==> config.mk <==
export PLATFORM = sky130hd
export DESIGN_NAME = rf_writeback_arbiter_flat
export DESIGN_NICKNAME = d
export VERILOG_FILES = /design/src/rtl/rf_pkg.sv /design/src/rtl/rf_writeback_arbiter_if.sv /design/src/rtl/rr_arbiter.sv /design/src/rtl/rf_writeback_arbiter.sv /design/src/flat_wrapper.sv
export SDC_FILE = /design/constraint.sdc
export NUM_CORES = 1
export LEC_CHECK = 0
export BUFFER_PORTS_ARGS = -buffer_cell sky130_fd_sc_hd__clkbuf_2
export CAP_MARGIN = 30
export CORE_MARGIN = 2
export CORE_UTILIZATION = 49
export DETAILED_ROUTE_END_ITERATION = 12
export MAX_ROUTING_LAYER = met4
export PLACE_DENSITY_LB_ADDON = 0.1
export SETUP_SLACK_MARGIN = 0.1
export SYNTH_ARGS = -nofsm -noshare
export SYNTH_HDL_FRONTEND = slang
export SYNTH_SLANG_ARGS = --single-unit
==> constraint.sdc <==
create_clock -name clk_i -period 2.2 [get_ports clk_i]
set_input_delay 0.22 -clock clk_i [delete_from_list [all_inputs] [get_ports clk_i]]
set_output_delay 0.22 -clock clk_i [all_outputs]
set_load 0.02 [all_outputs]
==> src/rtl/rf_pkg.sv <==
// Register-file geometry shared by the writeback arbiter, its interface and its bench.
package rf_pkg;
  localparam int REG_ADDR_W = 5;
  localparam int REG_DATA_W = 32;
  localparam int NUM_REGS   = 32;
  localparam logic [REG_ADDR_W-1:0] ZERO_REG = '0;
endpackage

==> src/rtl/rf_writeback_arbiter_if.sv <==
// Writeback requester bundle: flat valid/ready/addr/data vectors, one slice per requester.
interface rf_writeback_arbiter_if
  import rf_pkg::*;
#(
  parameter int NUM_REQ = 2,
  parameter int ADDR_W  = REG_ADDR_W,
  parameter int DATA_W  = REG_DATA_W
);
  logic [NUM_REQ-1:0]        req_valid_i;
  logic [NUM_REQ-1:0]        req_ready_o;
  logic [NUM_REQ*ADDR_W-1:0] req_addr_i;
  logic [NUM_REQ*DATA_W-1:0] req_data_i;

  modport master (output req_valid_i, req_addr_i, req_data_i, input req_ready_o);
  modport slave  (input req_valid_i, req_addr_i, req_data_i, output req_ready_o);
endinterface

==> src/rtl/rr_arbiter.sv <==
// Round-robin arbiter: search starts at ptr_q and wraps; ptr moves past the winner.
module rr_arbiter #(
  parameter int NUM_REQ = 2
) (
  input  logic               clk_i,
  input  logic               rst_i,
  input  logic [NUM_REQ-1:0] req_i,
  output logic [NUM_REQ-1:0] gnt_o
);
  localparam int PTR_W = $clog2(NUM_REQ);

  logic [PTR_W-1:0] ptr_q, ptr_d;
  logic [PTR_W-1:0] idx;

  // Walk the search order backwards so the candidate closest to ptr_q overwrites the rest.
  always_comb begin
    gnt_o = '0;
    ptr_d = ptr_q;
    idx   = '0;
    for (int k = NUM_REQ - 1; k >= 0; k--) begin
      idx = PTR_W'((int'(ptr_q) + k) % NUM_REQ);
      if (req_i[idx]) begin
        gnt_o      = '0;
        gnt_o[idx] = 1'b1;
        ptr_d      = (int'(idx) == NUM_REQ - 1) ? '0 : idx + 1'b1;
      end
    end
  end

  always_ff @(posedge clk_i) begin
    if (rst_i) ptr_q <= '0;
    else       ptr_q <= ptr_d;
  end
endmodule

==> src/rtl/rf_writeback_arbiter.sv <==
// Shares the register-file write port among NUM_REQ writeback sources and tracks
// pending destinations so decode can stall on RAW hazards.
module rf_writeback_arbiter
  import rf_pkg::*;
#(
  parameter int NUM_REQ = 2,
  parameter int ADDR_W  = REG_ADDR_W,
  parameter int DATA_W  = REG_DATA_W
) (
  input  logic                  clk_i,
  input  logic                  rst_i,
  rf_writeback_arbiter_if.slave wb,
  input  logic                  issue_valid_i,
  input  logic [ADDR_W-1:0]     issue_addr_i,
  input  logic [ADDR_W-1:0]     rd_aa_i,
  input  logic [ADDR_W-1:0]     rd_ab_i,
  output logic                  busy_a_o,
  output logic                  busy_b_o,
  output logic [ADDR_W-1:0]     rf_aw_o,
  output logic                  rf_wren_o,
  output logic [DATA_W-1:0]     rf_wrdata_o
);
  logic [NUM_REQ-1:0]  gnt;
  logic [NUM_REQ-1:0]  ready;
  logic                xfer;
  logic [ADDR_W-1:0]   xfer_addr;
  logic [DATA_W-1:0]   xfer_data;
  logic                wren_q, wren_d;
  logic [ADDR_W-1:0]   aw_q, aw_d;
  logic [DATA_W-1:0]   wrdata_q, wrdata_d;
  logic [NUM_REGS-1:0] sb_q, sb_d;

  rr_arbiter #(.NUM_REQ(NUM_REQ)) u_arb (
    .clk_i (clk_i),
    .rst_i (rst_i),
    .req_i (wb.req_valid_i),
    .gnt_o (gnt)
  );

  // No handshake completes while reset is asserted.
  assign ready          = gnt & {NUM_REQ{~rst_i}};
  assign wb.req_ready_o = ready;

  always_comb begin
    xfer      = 1'b0;
    xfer_addr = '0;
    xfer_data = '0;
    for (int i = 0; i < NUM_REQ; i++) begin
      if (ready[i]) begin
        xfer      = 1'b1;
        xfer_addr = wb.req_addr_i[i*ADDR_W +: ADDR_W];
        xfer_data = wb.req_data_i[i*DATA_W +: DATA_W];
      end
    end
  end

  // x0 writes are acknowledged but never reach the register file.
  always_comb begin
    wren_d   = xfer && (xfer_addr != ZERO_REG);
    aw_d     = xfer ? xfer_addr : aw_q;
    wrdata_d = xfer ? xfer_data : wrdata_q;
  end

  // Clear first, then set: a same-edge issue belongs to a younger producer.
  always_comb begin
    sb_d = sb_q;
    if (xfer) sb_d[xfer_addr] = 1'b0;
    if (issue_valid_i && issue_addr_i != ZERO_REG) sb_d[issue_addr_i] = 1'b1;
    sb_d[0] = 1'b0;
  end

  always_ff @(posedge clk_i) begin
    if (rst_i) begin
      wren_q   <= 1'b0;
      aw_q     <= '0;
      wrdata_q <= '0;
      sb_q     <= '0;
    end else begin
      wren_q   <= wren_d;
      aw_q     <= aw_d;
      wrdata_q <= wrdata_d;
      sb_q     <= sb_d;
    end
  end

  assign rf_wren_o   = wren_q;
  assign rf_aw_o     = aw_q;
  assign rf_wrdata_o = wrdata_q;

  // The in-flight term covers the cycle between the output register and the RF commit.
  assign busy_a_o = (rd_aa_i != ZERO_REG) && (sb_q[rd_aa_i] || (wren_q && aw_q == rd_aa_i));
  assign busy_b_o = (rd_ab_i != ZERO_REG) && (sb_q[rd_ab_i] || (wren_q && aw_q == rd_ab_i));

  // Re-issuing a busy destination is illegal unless its old producer retires at this edge.
  always_ff @(posedge clk_i) begin
    if (!rst_i && issue_valid_i && issue_addr_i != ZERO_REG)
      assert (!sb_q[issue_addr_i] || (xfer && xfer_addr == issue_addr_i));
  end
endmodule

==> src/flat_wrapper.sv <==
// flat-port wrapper written by rule: the top's interface ports become plain ports
module rf_writeback_arbiter_flat import rf_pkg::*;
#(
  parameter int NUM_REQ = 2,
  parameter int ADDR_W  = REG_ADDR_W,
  parameter int DATA_W  = REG_DATA_W
)
  (clk_i, rst_i, issue_valid_i, issue_addr_i, rd_aa_i, rd_ab_i, busy_a_o, busy_b_o, rf_aw_o, rf_wren_o, rf_wrdata_o, wb_req_valid_i, wb_req_addr_i, wb_req_data_i, wb_req_ready_o);
  rf_writeback_arbiter_if #(.NUM_REQ(NUM_REQ), .ADDR_W(ADDR_W), .DATA_W(DATA_W)) wb_i ();
  input  logic clk_i;
  input  logic rst_i;
  input  logic issue_valid_i;
  input  logic [ADDR_W-1:0] issue_addr_i;
  input  logic [ADDR_W-1:0] rd_aa_i;
  input  logic [ADDR_W-1:0] rd_ab_i;
  output logic busy_a_o;
  output logic busy_b_o;
  output logic [ADDR_W-1:0] rf_aw_o;
  output logic rf_wren_o;
  output logic [DATA_W-1:0] rf_wrdata_o;
  input wire logic [$bits(wb_i.req_valid_i)-1:0] wb_req_valid_i;
  input wire logic [$bits(wb_i.req_addr_i)-1:0] wb_req_addr_i;
  input wire logic [$bits(wb_i.req_data_i)-1:0] wb_req_data_i;
  output wire logic [$bits(wb_i.req_ready_o)-1:0] wb_req_ready_o;
  assign wb_i.req_valid_i = wb_req_valid_i;
  assign wb_i.req_addr_i = wb_req_addr_i;
  assign wb_i.req_data_i = wb_req_data_i;
  assign wb_req_ready_o = wb_i.req_ready_o;
  rf_writeback_arbiter #(.NUM_REQ(NUM_REQ), .ADDR_W(ADDR_W), .DATA_W(DATA_W)) u_core (.clk_i(clk_i), .rst_i(rst_i), .wb(wb_i), .issue_valid_i(issue_valid_i), .issue_addr_i(issue_addr_i), .rd_aa_i(rd_aa_i), .rd_ab_i(rd_ab_i), .busy_a_o(busy_a_o), .busy_b_o(busy_b_o), .rf_aw_o(rf_aw_o), .rf_wren_o(rf_wren_o), .rf_wrdata_o(rf_wrdata_o));
endmodule
==> reports/results.tsv, run 1 <==
metric	value	unit
yosysTopAreaCell	dfxtp_1	
multiInputGateArea	0.002108	mm²
seqCellArea	0.001411	mm²
final-setup-viol-count	1	
synthArstFlopShare	0	%
grt_pass1_vias	3644	
grt_overflow	0	
seqPwrFrac	42.6	%
synth_flop_cell	dfxtp_1	
clockBufferDepth	2	
drtIter0Drc	316	
yosysWarnings	0	
p_int	2327	µW
htree_levels	3	
pre_cts_ws	0.08529	ns
p_sw	902.8	µW
tns	-0.01951	ns
path_cells	mux4_2 -> mux4_2 -> o221a_4 -> buf_8	
status	finished with violations	
io_buffers	135	
crit_arrival	2.00	ns
rows	31	
insertedDiodeCount	0	
reg2reg_slack	0.19	ns
crit_path_frequent_cell	mux4_2	
core_area	0.007176	mm²
synth_area_leaders	dfxtp_1 39%, mux4_2 8.1%, a21oi_1 7.2%	
worst_pin_slew	0.7899	ns
power_frac_clock	39.0	%
final_core_util	65.89	%
grt.total_usage	27.33	%
cts_buffers	9	
syn2layout_area_growth	31.03	%
cpMaxStageDelayCell	mux4_2	
ys_seq_area_share	38.83	%
swShare	27.95	%
n_fill_cell	621	
synthCells	409	
clock-sinks	70	
viasPerCell	5.894	
worstSkewPairLatency	0.35	ns
fin_nets	634	
timing.final.crit_share	100.9	%
ys_ff_latch	70	
hold_violations	0	
antenna_left	0	
tritoncts	yes	
drive_gt1_share	37.25	%
fin_ws	-0.01951	ns
wl_per_cell	16.72	µm
gp_congestion	0.9083	
dp_hpwl	8.127	mm
ios	136	
yosysMostFrequentCell	dfxtp_1	
synth_edf_count	0	
cap_violations	0	
p_leak	0.001948	µW
post-cts-setup-buffers	0	
violations	negative setup slack	
syn_avg_cell_area	8.823	µm²
min_path_type	in2reg	
vias	3796	
cts-hold-fix-buffers	0	
startpoint_type	register	
grt_pass1_wl	17.42	mm
power_density	683.1	mW/mm²
yosysUniqueCellTypes	55	
die_x	89.82	µm
slew_headroom	46.93	%
drt-pass1-iter-count	5	
crit_family	multiplexers	
netlist.area_leader.share	38.83	%
synthTopCellsByCount	70 x dfxtp_1, 69 x nand2_1, 52 x a21oi_1	
vdd_drop_max	0.4832	mV
grt_start_max_net_pins	28	
initial_core_util	50.29	%
crit_type	reg2out	
die_h	89.82	µm
finalWirelength	10.77	mm
rsz0062_at_grt	yes	
critPathBufInv	1	
cts-root-buf	clkbuf_8	
drcViolationCount	0	
slowest_delay	0.49	ns
holdWs	0.06223	ns
cp.required	1.98	ns
antenna_found_initial	0	
fin_skew	0.008466	ns
crit_fanout	3	
die_area	0.008067	mm²
syn_nets	503	
slew_viol_final	0	
comb_power_share	18.4	%
fmax	450.5	MHz
syn_area	0.003608	mm²
worstSetupEndpointType	output pin	
min_period	2.220	ns
clk_pin_slew	0.07	ns
## cell families after synthesis
family          after synthesis  synth area share (%)
buf+inv                      38                 4.369
mux                          24                 11.23
simple gates                129                 17.13
xor+xnor                     10                 2.427
flops                        70                 38.83
compound gates              138                 26.01
## final cells by class
type | count | area share [%]
multi-input cells | 301 | 44.59
flip-flops and latches | 70 | 29.85
repair buffers | 152 | 17.25
clock buffers | 9 | 2.620
well taps | 99 | 2.620
clock inverters | 7 | 2.593
inverters | 6 | 0.4763
## cell usage in the layout, fill, tap and decap left out, types with 3 or more instances in the layout
cell type,count
nor3b_1,3
o211ai_1,3
nand4_1,4
o21ai_0,16
or2_1,3
clkbuf_2,133
mux4_2,13
nor2b_1,3
nand2_1,69
nor2_1,12
clkbuf_8,9
o31ai_1,4
dfxtp_1,62
a21oi_1,51
buf_4,18
inv_1,5
o41ai_1,4
nor4_1,4
nand3b_1,3
nor3_1,4
xor2_1,8
a22oi_1,31
mux2i_1,9
nand3_1,7
a32o_1,7
dfxtp_2,8
bufinv_16,3
## repair_timing
item / CTS / global route
pin swaps: 1 / 0
gates resized for setup: 10 / 13
endpoints found under the setup margin: 5 / 11
## power groups by stage
stage          sequential (µW)  clock, µW  combinational, µW
2_1_floorplan             1460          0                277
3_3_place_gp              1400          0                561
3_5_place_dp              1400          0                573
4_1_cts                   1370       1290                583
5_1_grt                   1380       1350                645
6_report                  1370       1260                595
## metrics by stage
step	cells	cell area [µm²]	total power (µW)
3_5_place_dp	628	4400	1974
6_report	644	4728	3230
2_1_floorplan	409	3608	1738
5_1_grt	644	4728	3380
4_1_cts	644	4692	3243
3_3_place_gp	628	4400	1961
## routing by layer
metal	vias up	global-route usage, %	part of all wire (%)
li1	1806	-	-
met1	1774	35.71	42
met2	190	42.17	48
met3	26	5.197	7.3
met4	0	11.03	2.2
met5	-	-	0
## flip-flops by register name, indices dropped and copies added, names as in the netlist
register / flops
u_core.rf_aw_o: 5
u_core.rf_wrdata_o: 32
u_core.rf_wren_o: 1
u_core.sb_q: 31
u_core.u_arb.ptr_q: 1
## final timing paths
| path | startpoint | endpoint | cells after the start |
|---|---|---|---|
| setup / recovery | u_core.sb_q[31] | busy_a_o | 4 |
| hold / removal | wb_req_data_i[40] | u_core.rf_wrdata_o[8] | 3 |
| setup reg to reg | u_core.u_arb.ptr_q | u_core.sb_q[7] | 5 |
| hold reg to reg | u_core.rf_wrdata_o[19] | u_core.rf_wrdata_o[19] | 2 |
## worst reg2reg max path: stages (launching register included)
cell,delay (ns)
dfxtp_1,0.36
nand2b_4,0.22
a32o_2,0.32
or4_4,0.54
or2_1,0.23
a32o_1,0.26
(Power assumes the default switching activity.)
==> inputs of run 2 (changes only) <==
--- a/config.mk
+++ b/config.mk
@@ -15,2 +15,3 @@
 export SETUP_SLACK_MARGIN = 0.1
+export SKIP_LAST_GASP = 1
 export SYNTH_ARGS = -nofsm -noshare
==> constraint.sdc (replaced) <==
create_clock -name clk_i -period 2.2 [get_ports clk_i]
set_input_delay 0.44 -clock clk_i [delete_from_list [all_inputs] [get_ports clk_i]]
set_output_delay 0.44 -clock clk_i [all_outputs]
set_load 0.02 [all_outputs]
==> run 2 against run 1 <==
The run still ends with negative setup slack left. Sequential power hardly changed. Routed wire length hardly changed. Maximum frequency is 9.8% lower. Critical path type unchanged. Highest routed layer unchanged.
==> reports/results.tsv, run 2 (synthesis gave the netlist of run 1 again) <==
metric	value	unit	change
crit_fanout	3		unchanged
grt.total_usage	27.37	%	+0.039 points
dp_hpwl	8.328	mm	+2.5%
fin_skew	0.004143	ns	-0.004323 ns
clockBufferDepth	2		unchanged
fin_cells	667		+3.6%
slew_viol_final	0		unchanged
seqPwrFrac	44.7	%	+2.1 points
grt_start_max_net_pins	26		-7.1%
most-common-layout-cells	133 x clkbuf_2, 69 x nand2_1, 65 x dfxtp_1, 51 x a21oi_1, 39 x buf_4		
violations	negative setup slack		
drive_gt1_share	40.32	%	+3.1 points
insertedDiodeCount	0		unchanged
syn2layout_area_growth	34.54	%	
largest_register_ffs	32		unchanged
power	3069	µW	-5.0%
fin_nets	657		+3.6%
tns	-0.3941	ns	-0.3746 ns
timing.final.crit_share	111.8	%	+11 points
layout_commonest_cell	clkbuf_2		
tritoncts	yes		
slew_headroom	48.37	%	+1.4 points
wl_per_cell	16.16	µm	-3.4%
grt_overflow	0		unchanged
n_fill_cell	604		-2.7%
comb_power_share	20.6	%	+2.2 points
vias	3842		+1.2%
cts-root-buf	clkbuf_8		
final-setup-viol-count	2		+1
io_buffers	135		unchanged
gp_congestion	0.8651		-4.8%
p_sw	927.4	µW	+2.7%
crit_type	reg2out		
crit_arrival	2.02	ns	+0.02 ns
fmax	406.6	MHz	-9.8%
grt_pass1_vias	3626		-0.49%
antenna_left	0		unchanged
htree_levels	3		unchanged
power_frac_clock	34.7	%	-4.3 points
status	finished with violations		
p_leak	0.002039	µW	+4.7%
cp.required	1.76	ns	-0.22 ns
drcViolationCount	0		unchanged
drtIter0Drc	276		-13%
min_period	2.460	ns	+0.2402 ns
die_area	0.008067	mm²	unchanged
worstSkewPairLatency	0.34	ns	about the same
cts-hold-fix-buffers	0		unchanged
cts_buffers	9		unchanged
min_path_type	in2reg		
grt_pass1_wl	17.55	mm	+0.79%
antenna_found_initial	0		unchanged
core_area	0.007176	mm²	unchanged
p_int	2141	µW	-8.0%
rows	31		unchanged
die_h	89.82	µm	unchanged
worst_pin_slew	0.7686	ns	-0.02132 ns
worstSetupEndpointType	output pin		
fin_ws	-0.2597	ns	-0.2402 ns
die_x	89.82	µm	unchanged
multiInputGateArea	0.002100	mm²	-0.42%
ios	136		unchanged
cap_violations	0		unchanged
clk_pin_slew	0.08	ns	about the same
rsz0062_at_grt	yes		
initial_core_util	50.29	%	unchanged
power_density	632.1	mW/mm²	-7.5%
finalWirelength	10.78	mm	about the same
startpoint_type	register		
drt-pass1-iter-count	5		unchanged
seqCellArea	0.001408	mm²	-0.27%
viasPerCell	5.760		-2.3%
clock-sinks	70		unchanged
vdd_drop_max	0.3437	mV	-29%
dp.cells	651		+3.7%
hold_violations	0		unchanged
swShare	30.22	%	+2.3 points
-- run 2: what timing repair did --
item,4_1_cts,5_1_grt
resized for setup,9,11
endpoints found under the setup margin,2,16
buffers inserted,0,0
pin swaps,1,0
-- run 2: layout make-up --
type / instances / area share, %
timing repair buffer: 175 / 20.54
sequential: 70 / 28.99
clock buffer: 9 / 2.552
multi-input combinational: 301 / 43.25
clock inverter: 7 / 1.649
inverter: 6 / 0.4639
tap: 99 / 2.552
-- run 2: path summary, 6_finish.rpt --
kind,depth (start not counted),startpoint,to,slack [ns]
min reg2reg,2,u_core.rf_wrdata_o[23],u_core.rf_wrdata_o[23],0.46
min,3,wb_req_data_i[60],u_core.rf_wrdata_o[28],0.28
max reg2reg,8,u_core.u_arb.ptr_q,u_core.sb_q[24],0.19
max,4,u_core.sb_q[22],busy_a_o,-0.26
-- run 2: per-stage QoR --
step	setup WS [ns]	instance area (µm²)	utilization (%)	hold WS, ns
floorplan	0.003913	3646	-	0.4491
global placement	-0.2442	4586	63.91	0.4428
detailed placement	-0.2573	4586	63.91	0.4472
CTS	-0.2742	4820	67.17	0.2647
global route	-0.2962	4855	67.65	0.2692
finish	-0.2597	4855	67.65	0.2820
-- run 2: power groups by stage --
stage               Sequential, µW  Clock [µW]  Combinational [µW]
floorplan                     1460           0                 285
global placement              1400           0                 603
detailed placement            1400           0                 614
CTS                           1370        1090                 621
global route                  1380        1150                 685
finish                        1370        1060                 631
-- run 2: routing by layer --
layer,vias up,global-route usage [%],routed length [µm]
met5,-,-,0
met4,0,7.308,176
met3,16,8.047,1013
met2,183,42.93,5215
met1,1798,34.93,4374
li1,1845,-,-
-- run 2: worst max-delay path, cell delays in order, from the launching register on --
cell      delay [ns]
dfxtp_1         0.36
mux4_2          0.46
mux4_2          0.49
o221a_4         0.23
clkbuf_8        0.15
